<file path="src/rtl/cgra_axi_csr.sv">
// AXI4-Lite control/status register block for the CGRA control unit.
// Independent AW/W holding registers, one outstanding write, registered read path.
module cgra_axi_csr #(
  parameter int          ADDR_WIDTH = 8,
  parameter logic [31:0] ID_VALUE   = 32'hC6A0_0001
) (
  input  logic                  clk,
  input  logic                  rst_n,
  input  logic [ADDR_WIDTH-1:0] s_axi_awaddr,
  input  logic                  s_axi_awvalid,
  output logic                  s_axi_awready,
  input  logic [31:0]           s_axi_wdata,
  input  logic [3:0]            s_axi_wstrb,
  input  logic                  s_axi_wvalid,
  output logic                  s_axi_wready,
  output logic [1:0]            s_axi_bresp,
  output logic                  s_axi_bvalid,
  input  logic                  s_axi_bready,
  input  logic [ADDR_WIDTH-1:0] s_axi_araddr,
  input  logic                  s_axi_arvalid,
  output logic                  s_axi_arready,
  output logic [31:0]           s_axi_rdata,
  output logic [1:0]            s_axi_rresp,
  output logic                  s_axi_rvalid,
  input  logic                  s_axi_rready,
  output logic                  start_o,
  output logic                  soft_reset_o,
  output logic [31:0]           max_cycles_o,
  input  logic                  busy_i,
  input  logic                  done_i,
  input  logic [31:0]           cycle_count_i,
  output logic                  irq_o
);

  localparam int IW = ADDR_WIDTH - 2;
  localparam logic [IW-1:0] IDX_CTRL   = IW'(0);
  localparam logic [IW-1:0] IDX_STATUS = IW'(1);
  localparam logic [IW-1:0] IDX_CYCLE  = IW'(2);
  localparam logic [IW-1:0] IDX_MAX    = IW'(11);
  localparam logic [IW-1:0] IDX_ID     = IW'(12);
  localparam logic [1:0]    RESP_OKAY   = 2'b00;
  localparam logic [1:0]    RESP_SLVERR = 2'b10;

  logic          aw_held_q, aw_held_d;
  logic [IW-1:0] awidx_q, awidx_d;
  logic          w_held_q, w_held_d;
  logic [31:0]   wdata_q, wdata_d;
  logic [3:0]    wstrb_q, wstrb_d;
  logic          bvalid_q, bvalid_d;
  logic [1:0]    bresp_q, bresp_d;
  logic          rvalid_q, rvalid_d;
  logic [31:0]   rdata_q, rdata_d;
  logic [1:0]    rresp_q, rresp_d;
  logic          start_q, start_d;
  logic          soft_reset_q, soft_reset_d;
  logic          irq_en_q, irq_en_d;
  logic          done_q, done_d;
  logic [31:0]   max_cycles_q, max_cycles_d;
  logic          irq_q, irq_d;

  logic          aw_hs, w_hs, ar_hs, commit, done_clr;
  logic [IW-1:0] aridx;
  logic          unused_addr_bits;

  assign unused_addr_bits = ^{s_axi_awaddr[1:0], s_axi_araddr[1:0]};
  assign aridx            = s_axi_araddr[ADDR_WIDTH-1:2];

  // Ready outputs are held low while reset is asserted.
  assign s_axi_awready = rst_n & ~aw_held_q & ~bvalid_q;
  assign s_axi_wready  = rst_n & ~w_held_q & ~bvalid_q;
  assign s_axi_arready = rst_n & ~rvalid_q;

  assign s_axi_bvalid  = bvalid_q;
  assign s_axi_bresp   = bresp_q;
  assign s_axi_rvalid  = rvalid_q;
  assign s_axi_rdata   = rdata_q;
  assign s_axi_rresp   = rresp_q;
  assign start_o       = start_q;
  assign soft_reset_o  = soft_reset_q;
  assign max_cycles_o  = max_cycles_q;
  assign irq_o         = irq_q;

  always_comb begin
    aw_held_d    = aw_held_q;
    awidx_d      = awidx_q;
    w_held_d     = w_held_q;
    wdata_d      = wdata_q;
    wstrb_d      = wstrb_q;
    bvalid_d     = bvalid_q;
    bresp_d      = bresp_q;
    rvalid_d     = rvalid_q;
    rdata_d      = rdata_q;
    rresp_d      = rresp_q;
    start_d      = 1'b0;
    soft_reset_d = soft_reset_q;
    irq_en_d     = irq_en_q;
    max_cycles_d = max_cycles_q;
    done_clr     = 1'b0;

    aw_hs  = s_axi_awvalid & s_axi_awready;
    w_hs   = s_axi_wvalid & s_axi_wready;
    ar_hs  = s_axi_arvalid & s_axi_arready;
    commit = aw_held_q & w_held_q & ~bvalid_q;

    if (aw_hs) begin
      aw_held_d = 1'b1;
      awidx_d   = s_axi_awaddr[ADDR_WIDTH-1:2];
    end
    if (w_hs) begin
      w_held_d = 1'b1;
      wdata_d  = s_axi_wdata;
      wstrb_d  = s_axi_wstrb;
    end

    if (commit) begin
      aw_held_d = 1'b0;
      w_held_d  = 1'b0;
      bvalid_d  = 1'b1;
      bresp_d   = RESP_OKAY;
      case (awidx_q)
        IDX_CTRL: begin
          if (wstrb_q[0]) begin
            soft_reset_d = wdata_q[1];
            irq_en_d     = wdata_q[2];
            // START is dropped while the control unit is still busy.
            if (wdata_q[0] && !busy_i) begin
              start_d  = 1'b1;
              done_clr = 1'b1;
            end
          end
        end
        IDX_STATUS: begin
          if (wstrb_q[0] && wdata_q[1]) done_clr = 1'b1;
        end
        IDX_MAX: begin
          for (int b = 0; b < 4; b++) begin
            if (wstrb_q[b]) max_cycles_d[8*b +: 8] = wdata_q[8*b +: 8];
          end
        end
        IDX_CYCLE, IDX_ID: ;
        default: bresp_d = RESP_SLVERR;
      endcase
    end else if (bvalid_q && s_axi_bready) begin
      bvalid_d = 1'b0;
    end

    // A done pulse beats any same-cycle clear.
    done_d = done_i ? 1'b1 : (done_clr ? 1'b0 : done_q);
    irq_d  = done_q & irq_en_q;

    if (ar_hs) begin
      rvalid_d = 1'b1;
      rresp_d  = RESP_OKAY;
      rdata_d  = 32'd0;
      case (aridx)
        IDX_CTRL:   rdata_d = {29'd0, irq_en_q, soft_reset_q, 1'b0};
        IDX_STATUS: rdata_d = {30'd0, done_q, busy_i};
        IDX_CYCLE:  rdata_d = cycle_count_i;
        IDX_MAX:    rdata_d = max_cycles_q;
        IDX_ID:     rdata_d = ID_VALUE;
        default:    rresp_d = RESP_SLVERR;
      endcase
    end else if (rvalid_q && s_axi_rready) begin
      rvalid_d = 1'b0;
    end
  end

  always_ff @(posedge clk or negedge rst_n) begin
    if (!rst_n) begin
      aw_held_q    <= 1'b0;
      awidx_q      <= '0;
      w_held_q     <= 1'b0;
      wdata_q      <= 32'd0;
      wstrb_q      <= 4'd0;
      bvalid_q     <= 1'b0;
      bresp_q      <= 2'b00;
      rvalid_q     <= 1'b0;
      rdata_q      <= 32'd0;
      rresp_q      <= 2'b00;
      start_q      <= 1'b0;
      soft_reset_q <= 1'b0;
      irq_en_q     <= 1'b0;
      done_q       <= 1'b0;
      max_cycles_q <= 32'd0;
      irq_q        <= 1'b0;
    end else begin
      aw_held_q    <= aw_held_d;
      awidx_q      <= awidx_d;
      w_held_q     <= w_held_d;
      wdata_q      <= wdata_d;
      wstrb_q      <= wstrb_d;
      bvalid_q     <= bvalid_d;
      bresp_q      <= bresp_d;
      rvalid_q     <= rvalid_d;
      rdata_q      <= rdata_d;
      rresp_q      <= rresp_d;
      start_q      <= start_d;
      soft_reset_q <= soft_reset_d;
      irq_en_q     <= irq_en_d;
      done_q       <= done_d;
      max_cycles_q <= max_cycles_d;
      irq_q        <= irq_d;
    end
  end

endmodule

</file>
<file path="config.mk">
export PLATFORM = sky130hd
export DESIGN_NAME = cgra_axi_csr
export DESIGN_NICKNAME = d
export VERILOG_FILES = /design/src/rtl/cgra_axi_csr.sv
export SDC_FILE = /design/constraint.sdc
export NUM_CORES = 1
export LEC_CHECK = 0
export ABC_AREA = 1
export BUFFER_PORTS_ARGS = -buffer_cell sky130_fd_sc_hd__buf_2
export CAP_MARGIN = 20
export CORE_MARGIN = 5
export CORE_UTILIZATION = 49
export CTS_CLUSTER_DIAMETER = 80
export CTS_CLUSTER_SIZE = 20
export DETAILED_ROUTE_END_ITERATION = 10
export GPL_TIMING_DRIVEN = 0
export PLACE_DENSITY = 0.84
export SLEW_MARGIN = 20
export SYNTH_ARGS = -nofsm -noshare
export SYNTH_HDL_FRONTEND = slang
export SYNTH_SLANG_ARGS = --single-unit
</file>
<file path="constraint.sdc">
create_clock -name clk -period 1.9 [get_ports clk]
set_input_delay 0.38 -clock clk [delete_from_list [all_inputs] [get_ports clk]]
set_output_delay 0.38 -clock clk [all_outputs]
set_load 0.02 [all_outputs]
</file>
==> results.cfg <==
[synth]
yosysWarnings = 0
ys_ff_latch = 117
synthCells = 642
yosysSeqAreaShare = 0.561
syn_area_um2 = 5220
yosysUniqueCellTypes = 19
syn_avg_cell_area_um2 = 8.13

[clock_network]
htreeDepth = 4
cts_root_buffer = clkbuf_8
clk_pin_slew_ns = 0.06
clock_tree.buffer_depth = 2
numClockSinks = 117
clk_latency_ns = 0.51
cts_tree = built
cts_buffers = 17

[setup_path]
arrival_ns = 1.45
path_cells = nor3_4, buf_6, buf_6
critPathKind = reg2out
r2r_cells = 7
r2r_start = s_axi_bvalid
critPathMaxStageDelay_ns = 0.43
required_ns = 1.52
critPathMaxFanout = 10
worstSetupStartpointType = flip-flop
crit_end = s_axi_wready
end_kind = output pin
crit_start = w_held_q
cp_common_cell = buf_6
reg2reg_slack_ns = 0.29
crit_path_top_delay_cell = dfrtp_1
regToRegEndpoint = max_cycles_o[22]

[global_routing]
grt_max_degree = 74
grt_pass1_wl_um = 24500
antenna_found_initial = 2
gr-total-overflow = 0
grt_pass1_vias = 4932
groute.usage.overall = 0.242

[pwr]
p_leak_nw = 3.91
total_power_mw = 8.95
peakVddDrop_v = 0.000718
p_per_area_nw_per_um2 = 1300

[timing]
fin_crit_ns = 1.83
slew_viol_final = 0
clock_skew_ns = 0.00921
setup_violations = 0
max_clock_freq_ghz = 0.547
worst_pin_slew_ns = 0.562
timing.final.crit_share = 0.962
holdWs_ns = 0.0601
slew-limit-headroom = 0.625
hold_violations = 0
finalSetupTns_ns = 0
rsz0062_at_grt = false

[job]
drv_cap = 0

[floorplan]
start_util = 0.503
die_h_um = 113
die_area_um2 = 12800
core-area_um2 = 10400
fp.dieW_um = 113
boundaryPins = 169
rows = 37

[placed_design]
place.detailed.hpwl_um = 11100
io_buffers = 161
dp_cells = 941
place.gp.congestion = 0.869

[finish]
nets = 922
final_common_cell = nand2_1
fin_util = 0.663
syn_to_final_growth_pct = 31.8
drive_above_1_share = 0.269
layoutNonFillerInstCount = 979
layout_common_cells = nand2_1, buf_2, dfrtp_1, nand3_1, inv_1

[routing]
ant_nets = 0
dr_total_vias = 4937
drc = 2
drt-initial-drc-count = 386
wl_um = 15100
drtPass1Iterations = 10
vias_per_cell = 5.04
post_drt_wl_per_cell_um = 15.5

[hold_path]
min_path_type = in2reg

[status]
status = finished with violations
violations = DRC
[power breakdown]
group	internal (mW)	switching (mW)
combinational	0.750	1.45
sequential	3.23	0.513
clock	1.92	1.09
[Yosys cell counts (all sizes together)]
cell    count  area, µm²
nor2       31        139
nand4       8       65.1
nand3      96        480
nor3        3       36.3
inv        46        173
dfrtp     117       2930
buf        23        141
nand2     257        965
conb        1       3.75
a21oi      10       50.1
clkbuf     10       37.5
o21ai      40        200
[flip-flops by register name, summed over array words and instances, names as in the netlist]
| signal | cells |
|---|---|
| wstrb_q | 4 |
| s_axi_rvalid | 1 |
| start_o | 1 |
| s_axi_bresp | 1 |
| wdata_q | 32 |
| max_cycles_o | 32 |
| s_axi_rdata | 32 |
| irq_o | 1 |
| s_axi_bvalid | 1 |
| soft_reset_o | 1 |
| irq_en_q | 1 |
| w_held_q | 1 |
| aw_held_q | 1 |
| s_axi_rresp | 1 |
| done_q | 1 |
| awidx_q | 6 |
[per-layer routing]
metal / vias up / share of wire / wire (µm) / global-route usage
li1: 2418 / - / - / -
met1: 2303 / 0.42 / 6390 / 0.321
met2: 193 / 0.48 / 7330 / 0.391
met3: 23 / 0.075 / 1130 / 0.0722
met4: 0 / 0.019 / 288 / 0.0665
met5: - / 0 / 0 / 0
[stage by stage]
step / setup slack (ns) / instance area, µm²
CTS: -0.0112 / 6860
finish: 0.0719 / 6880
global route: 0.00884 / 6880
global placement: -2.39 / 6200
floorplan: 0.311 / 5220
detailed placement: -0.433 / 6230
[cells by family after synthesis]
kind of cell | share of synthesized area
AND/OR/NAND/NOR | 0.323
flip-flops | 0.561
buffers and inverters | 0.0674
AO/OA/AOI/OAI | 0.0480
other | 0.000719
[worst min-delay path by stage]
| stage | start | depth (start not counted) | to | slack [ns] |
|---|---|---|---|---|
| floorplan | rst_n | 0 | aw_held_q | 0.08 |
| global placement | wdata_q[12] | 2 | wdata_q[12] | 0.45 |
| detailed placement | rst_n | 1 | wdata_q[16] | 0.33 |
| CTS | s_axi_bready | 2 | s_axi_bvalid | 0.05 |
| global route | s_axi_bready | 2 | s_axi_bvalid | 0.04 |
| finish | s_axi_bready | 2 | s_axi_bvalid | 0.06 |
[cell type report]
type                       instances  area [µm²]
buffer                            33         185
tap                              136         170
clock buffer                      22         453
sequential                       117        2930
antenna                            2        5.00
multi-input combinational        447        1960
timing repair buffer             167         902
fill                             885        3490
inverter                          46         173
clock inverter                     9         104
[critical path: cells and delay by family (launching register included)]
family / cells / cell delay, ns
buffers and inverters: 2 / 0.29
DFF: 1 / 0.43
and+or+nand+nor: 1 / 0.22
[timing repair]
| action | CTS | global route |
|---|---|---|
| hold endpoints to repair | 44 | 0 |
| hold buffers | 2 | 0 |
| gates resized for setup | 8 | 0 |
| setup endpoints to repair | 2 | 2 |
| gates cloned | 0 | 0 |
| pin swaps | 1 | 2 |
| setup buffers | 1 | 2 |
(Power assumes the default switching activity.)
